## src/rtl/vga_disp_pipe.sv

```systemverilog
// -----------------------------------------------------------------------------
// vga_disp_pipe
//
// VGA display engine: raster timing generator, pixel-address generator and a
// latency-matched output pipeline. Pixel requests (h_addr/v_addr/rd_en) go out
// combinationally from the counter stage. Timing and control flags travel
// through an RD_LAT-deep shift chain so they meet the returned rd_data at the
// output register. Every VGA-side output is registered.
//
// Total latency from a counter position to its VGA output is RD_LAT+1 clocks:
// RD_LAT clocks of memory latency plus the output register.
//
// Optional build macro:
//   VGA_TEST_PATTERN_EN - adds input pat_sel. When pat_sel=1 the colour output
//                         becomes 8 vertical colour bars and rd_en is held low.
//
// Ports:
//   clk          in   pixel clock (sole clock)
//   rst          in   synchronous active-high reset
//   en           in   display enable; 0 holds counters at 0 and blanks output
//   pat_sel      in   (VGA_TEST_PATTERN_EN only) colour-bar select
//   h_addr       out  [ADDR_W] column being requested (0 outside active)
//   v_addr       out  [ADDR_W] row being requested (0 outside active)
//   rd_en        out  pixel request strobe
//   rd_data      in   [PIX_W] pixel data, valid RD_LAT clocks after rd_en
//   hsync/vsync  out  sync outputs, polarity set by SYNC_POL
//   valid        out  active-video flag (blank_n)
//   vga_r/g/b    out  [8] colour, 0 when valid=0
//   frame_start  out  pulse on the first active pixel of a frame
//   line_start   out  pulse on the first active pixel of each active line
//
// RD_LAT legal range is 1..4. PIX_W must be 24 for PIX_MODE=0 (RGB888) and
// 16 for PIX_MODE=1 (RGB565).
// -----------------------------------------------------------------------------
module vga_disp_pipe #(
    parameter int H_ACTIVE = 640,
    parameter int H_FP     = 16,
    parameter int H_SYNC   = 96,
    parameter int H_BP     = 48,
    parameter int V_ACTIVE = 480,
    parameter int V_FP     = 10,
    parameter int V_SYNC   = 2,
    parameter int V_BP     = 33,
    parameter int SYNC_POL = 0,
    parameter int RD_LAT   = 1,
    parameter int PIX_MODE = 0,
    parameter int ADDR_W   = 10,
    parameter int PIX_W    = 24
) (
    input  logic              clk,
    input  logic              rst,
    input  logic              en,
`ifdef VGA_TEST_PATTERN_EN
    input  logic              pat_sel,
`endif
    output logic [ADDR_W-1:0] h_addr,
    output logic [ADDR_W-1:0] v_addr,
    output logic              rd_en,
    input  logic [PIX_W-1:0]  rd_data,
    output logic              hsync,
    output logic              vsync,
    output logic              valid,
    output logic [7:0]        vga_r,
    output logic [7:0]        vga_g,
    output logic [7:0]        vga_b,
    output logic              frame_start,
    output logic              line_start
);

    localparam int H_TOTAL = H_ACTIVE + H_FP + H_SYNC + H_BP;
    localparam int V_TOTAL = V_ACTIVE + V_FP + V_SYNC + V_BP;
    localparam int HC_W    = (H_TOTAL > 1) ? $clog2(H_TOTAL) : 1;
    localparam int VC_W    = (V_TOTAL > 1) ? $clog2(V_TOTAL) : 1;

    // Deasserted sync level: high for active-low sync, low for active-high.
    localparam logic SYNC_OFF = (SYNC_POL == 0);

    // Control word carried through the latency chain.
    localparam int C_ACT = 0;
    localparam int C_HS  = 1;
    localparam int C_VS  = 2;
    localparam int C_FS  = 3;
    localparam int C_LS  = 4;
`ifdef VGA_TEST_PATTERN_EN
    localparam int C_PAT = 5;
    localparam int C_BAR = 6;
    localparam int CTL_W = 9;
`else
    localparam int CTL_W = 5;
`endif

    genvar gi;

    // -------------------------------------------------------------------------
    // Raster counters
    // -------------------------------------------------------------------------
    logic [HC_W-1:0] h_cnt_q, h_cnt_d;
    logic [VC_W-1:0] v_cnt_q, v_cnt_d;
    logic [31:0]     h_pos, v_pos;

    // Zero-extended copies so every comparison against the integer geometry
    // parameters is done at a common 32-bit width.
    assign h_pos = 32'(h_cnt_q);
    assign v_pos = 32'(v_cnt_q);

    always_comb begin
        h_cnt_d = h_cnt_q;
        v_cnt_d = v_cnt_q;
        if (!en) begin
            h_cnt_d = '0;
            v_cnt_d = '0;
        end else if (h_pos == H_TOTAL - 1) begin
            h_cnt_d = '0;
            if (v_pos == V_TOTAL - 1) begin
                v_cnt_d = '0;
            end else begin
                v_cnt_d = v_cnt_q + VC_W'(1);
            end
        end else begin
            h_cnt_d = h_cnt_q + HC_W'(1);
        end
    end

    always_ff @(posedge clk) begin
        if (rst) begin
            h_cnt_q <= '0;
            v_cnt_q <= '0;
        end else begin
            h_cnt_q <= h_cnt_d;
            v_cnt_q <= v_cnt_d;
        end
    end

    // -------------------------------------------------------------------------
    // Optional colour-bar index, tracked incrementally alongside h_cnt so no
    // divider is needed. It restarts whenever h_cnt is about to be 0.
    // -------------------------------------------------------------------------
    logic pat_on;

`ifdef VGA_TEST_PATTERN_EN
    localparam int BAR_W = (H_ACTIVE / 8 > 0) ? H_ACTIVE / 8 : 1;
    localparam int BW_W  = (BAR_W > 1) ? $clog2(BAR_W) : 1;

    logic [BW_W-1:0] bar_pos_q, bar_pos_d;
    logic [2:0]      bar_idx_q, bar_idx_d;

    always_comb begin
        bar_pos_d = bar_pos_q;
        bar_idx_d = bar_idx_q;
        if (h_cnt_d == '0) begin
            bar_pos_d = '0;
            bar_idx_d = '0;
        end else if (32'(bar_pos_q) == BAR_W - 1) begin
            bar_pos_d = '0;
            bar_idx_d = bar_idx_q + 3'd1;
        end else begin
            bar_pos_d = bar_pos_q + BW_W'(1);
        end
    end

    always_ff @(posedge clk) begin
        if (rst) begin
            bar_pos_q <= '0;
            bar_idx_q <= '0;
        end else begin
            bar_pos_q <= bar_pos_d;
            bar_idx_q <= bar_idx_d;
        end
    end

    assign pat_on = pat_sel;
`else
    assign pat_on = 1'b0;
`endif

    // -------------------------------------------------------------------------
    // Stage 0: request generation and raw timing flags
    // -------------------------------------------------------------------------
    logic act, hs_raw, vs_raw, fs_raw, ls_raw;

    assign act    = (h_pos < H_ACTIVE) && (v_pos < V_ACTIVE);
    assign hs_raw = (h_pos >= H_ACTIVE + H_FP) && (h_pos < H_ACTIVE + H_FP + H_SYNC);
    assign vs_raw = (v_pos >= V_ACTIVE + V_FP) && (v_pos < V_ACTIVE + V_FP + V_SYNC);
    assign ls_raw = act && (h_pos == 0);
    assign fs_raw = ls_raw && (v_pos == 0);

    // rst is included so no request leaves the block while reset is held,
    // even though the counters only clear on the following edge.
    assign rd_en  = act & en & ~rst & ~pat_on;
    assign h_addr = act ? ADDR_W'(h_cnt_q) : '0;
    assign v_addr = act ? ADDR_W'(v_cnt_q) : '0;

    logic [CTL_W-1:0] ctl_s0;

    // With en low the chain is fed inactive values so the output drains.
    always_comb begin
        ctl_s0        = '0;
        ctl_s0[C_ACT] = act    & en;
        ctl_s0[C_HS]  = hs_raw & en;
        ctl_s0[C_VS]  = vs_raw & en;
        ctl_s0[C_FS]  = fs_raw & en;
        ctl_s0[C_LS]  = ls_raw & en;
`ifdef VGA_TEST_PATTERN_EN
        ctl_s0[C_PAT]       = pat_sel & en;
        ctl_s0[C_BAR +: 3]  = bar_idx_q;
`endif
    end

    // -------------------------------------------------------------------------
    // Latency-matching chain: RD_LAT registers, so the control word for a
    // request leaves the chain on the same clock its rd_data arrives.
    // -------------------------------------------------------------------------
    logic [RD_LAT:0][CTL_W-1:0] ctl_chain;

    assign ctl_chain[0] = ctl_s0;

    generate
        for (gi = 0; gi < RD_LAT; gi++) begin : g_pipe
            logic [CTL_W-1:0] stage_q;

            always_ff @(posedge clk) begin
                if (rst) begin
                    stage_q <= '0;
                end else begin
                    stage_q <= ctl_chain[gi];
                end
            end

            assign ctl_chain[gi+1] = stage_q;
        end
    endgenerate

    logic [CTL_W-1:0] ctl_dly;
    assign ctl_dly = ctl_chain[RD_LAT];

    // -------------------------------------------------------------------------
    // Pixel format decode
    // -------------------------------------------------------------------------
    logic [7:0] pix_r, pix_g, pix_b;

    generate
        if (PIX_MODE == 0) begin : g_rgb888
            assign pix_r = rd_data[23:16];
            assign pix_g = rd_data[15:8];
            assign pix_b = rd_data[7:0];
        end else begin : g_rgb565
            // Replicate the top bits into the low bits so full-scale 5/6-bit
            // values map to 8'hFF and zero stays zero.
            assign pix_r = {rd_data[15:11], rd_data[15:13]};
            assign pix_g = {rd_data[10:5],  rd_data[10:9]};
            assign pix_b = {rd_data[4:0],   rd_data[4:2]};
        end
    endgenerate

    logic [7:0] col_r, col_g, col_b;

    always_comb begin
        col_r = pix_r;
        col_g = pix_g;
        col_b = pix_b;
`ifdef VGA_TEST_PATTERN_EN
        if (ctl_dly[C_PAT]) begin
            col_r = {8{ctl_dly[C_BAR+2]}};
            col_g = {8{ctl_dly[C_BAR+1]}};
            col_b = {8{ctl_dly[C_BAR]}};
        end
`endif
    end

    // -------------------------------------------------------------------------
    // Output register. Gating with en as well as feeding the chain with
    // inactive values lets the pins go blank one clock after en falls instead
    // of waiting for the whole chain to empty.
    // -------------------------------------------------------------------------
    logic       show;
    logic       valid_q, hsync_q, vsync_q, fs_q, ls_q;
    logic [7:0] r_q, g_q, b_q;

    assign show = ctl_dly[C_ACT] & en;

    always_ff @(posedge clk) begin
        if (rst) begin
            valid_q <= 1'b0;
            hsync_q <= SYNC_OFF;
            vsync_q <= SYNC_OFF;
            fs_q    <= 1'b0;
            ls_q    <= 1'b0;
            r_q     <= '0;
            g_q     <= '0;
            b_q     <= '0;
        end else begin
            valid_q <= show;
            hsync_q <= (ctl_dly[C_HS] & en) ^ SYNC_OFF;
            vsync_q <= (ctl_dly[C_VS] & en) ^ SYNC_OFF;
            fs_q    <= ctl_dly[C_FS] & en;
            ls_q    <= ctl_dly[C_LS] & en;
            // rd_data is only looked at while the delayed active flag is set.
            if (show) begin
                r_q <= col_r;
                g_q <= col_g;
                b_q <= col_b;
            end else begin
                r_q <= '0;
                g_q <= '0;
                b_q <= '0;
            end
        end
    end

    assign valid       = valid_q;
    assign hsync       = hsync_q;
    assign vsync       = vsync_q;
    assign frame_start = fs_q;
    assign line_start  = ls_q;
    assign vga_r       = r_q;
    assign vga_g       = g_q;
    assign vga_b       = b_q;

endmodule
```

## config.mk

```make
export PLATFORM = sky130hd
export DESIGN_NAME = vga_disp_pipe
export DESIGN_NICKNAME = d
export VERILOG_FILES = /design/src/rtl/vga_disp_pipe.sv
export SDC_FILE = /design/constraint.sdc
export NUM_CORES = 1
export LEC_CHECK = 0
export BUFFER_PORTS_ARGS = -buffer_cell sky130_fd_sc_hd__buf_2
export CORE_UTILIZATION = 49
export DETAILED_ROUTE_END_ITERATION = 8
export PLACE_DENSITY = 0.87
export SETUP_SLACK_MARGIN = 0.05
export SYNTH_ARGS = -nofsm -noshare
export SYNTH_HDL_FRONTEND = slang
export SYNTH_SLANG_ARGS = --single-unit
```

## constraint.sdc

```tcl
create_clock -name clk -period 2.08 [get_ports clk]
set_input_delay 0.104 -clock clk [delete_from_list [all_inputs] [get_ports clk]]
set_output_delay 0.104 -clock clk [all_outputs]
set_load 0.05 [all_outputs]
```

==> impl_metrics.toml <==
[synth]
synthFlopType = "dfxtp_1"
synth_warnings = 0
synth.area.top_cells = "dfxtp_1 (50%), and3_1 (14%), xnor2_1 (4.5%)"
yosys-top-cells-count = "dfxtp_1 (54), and3_1 (48), nor2_1 (20)"
syn-instance-count = 229
synth_nets = 260
syn_area_um2 = 2150
synthArstFlopShare = 0
yosysSeqAreaShare = 0.504
post-synth-top-count-cell = "dfxtp_1"
avgSynthCellArea_um2 = 9.37
yosysTopAreaCell = "dfxtp_1"
synthDistinctLibCells = 34
synth_top_cell_area_share = 0.504
synth_edf_count = 0
synth_seq_cells = 54

[power_and_ir_drop]
power.density_nw_per_um2 = 675
p_seq_frac = 0.591
switching_share = 0.251
leakage_nw = 1.33
p_clk_frac = 0.342
power.share.combinational = 0.067
ir_worst_vdd_uv = 579
total_power_mw = 1.79
netSwitchingPower_mw = 0.449
p_int_mw = 1.34

[clock_tree]
path_clk_slew_ns = 0.11
clock_latency_ns = 0.31
root_buffer = "clkbuf_8"
clockBufferDepth = 2
numCtsBuffers = 5
cts_tree = "built"
cts_htree_levels = 2
holdBufCountCts = 0
clock_sinks = 54

[floorplanning]
die_h_um = 68.2
dieWidth_um = 68.2
core_area_um2 = 4120
io_pins = 77
core.rowCount = 23
die-area_um2 = 4650
initial_core_util = 0.521

[setup_path]
crit_arrival_ns = 1.81
crit_required_ns = 1.98
rr_worst_depth = 6
cpMaxStageDelayCell = "dfxtp_1"
r2r_start = "h_cnt_q[0]"
start_kind = "register"
rr_endpoint = "v_cnt_q[8]"
slowest_delay_ns = 0.47
cp_cell_sequence = "and4_1 -> nor2_1 -> buf_4 -> and3_2 -> buf_2"
cp-startpoint = "v_cnt_q[5]"
path_max_fanout = 22
rrSetupSlack_ns = 0.26
worstSetupPathType = "reg2out"
endpoint = "h_addr[7]"
end_kind = "primary output"

[layout]
final_nets = 330
layoutNonFillerInstCount = 350
drive_gt1_frac = 0.320
syn_to_final_growth_pct = 23.4
antennaDiodeCount = 0

[flow_run]
cap_violations = 0

[route]
vias_per_cell = 5.34
drt_iter0_markers = 105
drt.antenna.violating_nets = 0
totalWireLength_um = 4670
firstDrtPassIters = 4
drc_errors = 0
wire_per_inst_um = 13.3
vias = 1870

[placed_design]
place_inst = 341
place_ws_ns = 0.218
io_buffers = 75
gp_congestion = 0.877
post-dp-hpwl_um = 3360

[timing]
worstMarginPinSlew_ns = 0.565
finalSetupTns_ns = 0
finalHoldViolations = 0
maxSlewViolCount = 0
setup_viol = 0
fin_crit_sh = 0.919
relSlewSlack = 0.623
setup_ws_ns = 0.168
whs_ns = 0.0212
fmax_mhz = 523
rsz0062_at_grt = "false"
post-route-min-period_ns = 1.91
fin_skew_ns = 0.0110

[global_routing]
grt_max_degree = 28
antenna_found_initial = 0
grt_overflow = 0
grt_pass1_vias = 1487
grt_pass1_wl_um = 6980
track_usage = 0.201

[outcome]
status = "finished, final reports clean"

[worst_hold_path]
hold_class = "in2reg"
[stage by stage]
step | util | instance area [um^2]
final | 0.644 | 2650
after CTS | 0.642 | 2640
after detailed placement | 0.618 | 2540
after global placement | 0.618 | 2540
after global routing | 0.644 | 2650
after floorplan | - | 2150
[final cells by class]
| cell class | instances | area [um^2] |
|---|---|---|
| clock buffers | 5 | 68.8 |
| clock inverters | 3 | 28.8 |
| fillers | 344 | 1470 |
| inverters | 7 | 26.3 |
| multi-input cells | 151 | 967 |
| flip-flops and latches | 54 | 1080 |
| well taps | 50 | 62.6 |
| repair buffers | 80 | 413 |
[flip-flops by register name, summed over array words and instances, names as in the netlist]
register,cells
frame_start,1
h_cnt_q,10
line_start,1
v_cnt_q,10
vga_b,8
valid,1
vga_r,8
hsync,1
ctl_dly,5
vga_g,8
vsync,1
[power by group through the flow]
| stage | Sequential (mW) | Combinational (mW) | Clock, mW |
|---|---|---|---|
| global placement | 1.08 | 0.119 | 0 |
| global route | 1.06 | 0.128 | 0.671 |
| CTS | 1.06 | 0.120 | 0.631 |
| detailed placement | 1.08 | 0.119 | 0 |
| floorplan | 1.11 | 0.0477 | 0 |
| finish | 1.06 | 0.119 | 0.612 |
[placed cells by master (no fill, tap or decap)]
| master | instances |
|---|---|
| a21oi_1 | 2 |
| and2_1 | 3 |
| and3_1 | 48 |
| and3_2 | 1 |
| and4_1 | 2 |
| buf_2 | 75 |
| buf_4 | 5 |
| clkbuf_8 | 5 |
| clkinv_4 | 1 |
| conb_1 | 1 |
| dfxtp_1 | 53 |
| dfxtp_2 | 1 |
| ha_1 | 4 |
| inv_1 | 7 |
| inv_6 | 1 |
| inv_8 | 1 |
| mux2i_1 | 2 |
| nand2_1 | 10 |
| nand2b_1 | 1 |
| nand3_1 | 12 |
| nand4_1 | 4 |
| nand4b_1 | 1 |
| nor2_1 | 20 |
| nor2b_1 | 1 |
| nor2b_2 | 1 |
| nor3_1 | 6 |
| nor3_2 | 1 |
| nor4_1 | 6 |
| nor4_2 | 2 |
| nor4_4 | 1 |
| nor4b_1 | 3 |
| o21a_1 | 1 |
| o21ai_0 | 1 |
| o21ai_1 | 1 |
| o31ai_1 | 1 |
| o32ai_1 | 1 |
| or4b_4 | 1 |
| xnor2_1 | 11 |
| xor2_1 | 2 |
[how the worst min path moves through the flow]
stage	start	to	slack [ns]	depth (start not counted)
global placement	rd_data[3]	vga_b[3]	0.33	2
finish	rd_data[9]	vga_g[1]	0.02	2
global route	rd_data[20]	vga_r[4]	0.01	2
CTS	rd_data[10]	vga_g[2]	0.02	2
detailed placement	rd_data[8]	vga_g[0]	0.34	2
floorplan	rd_data[0]	vga_b[0]	0.26	1
[layer usage]
metal	vias to the layer above	global-route usage	share of wire
met1	839	0.268	0.44
met4	0	0.0573	0.0090
met3	4	0.0533	0.084
li1	935	-	-
met5	-	0	0
met2	92	0.317	0.47
[cells by family after synthesis]
logic type      synth area share
other cells              0.00175
compound gates            0.0204
fa+ha+maj                 0.0233
mux                      0.00933
buf+inv                   0.0496
simple gates               0.339
flops                      0.504
xor+xnor                  0.0531
[critical path: cells and delay by family (launching register included)]
family                 cells  cell delay (ns)
DFF                        1             0.47
buffers and inverters      2             0.41
and+or+nand+nor            3             0.61
[what timing repair did]
item,4_1_cts,5_1_grt
resized for setup,0,2
endpoints found under the setup margin,0,16
setup buffers,0,1
endpoints found under the hold margin,0,0
(Power assumes the default switching activity.)
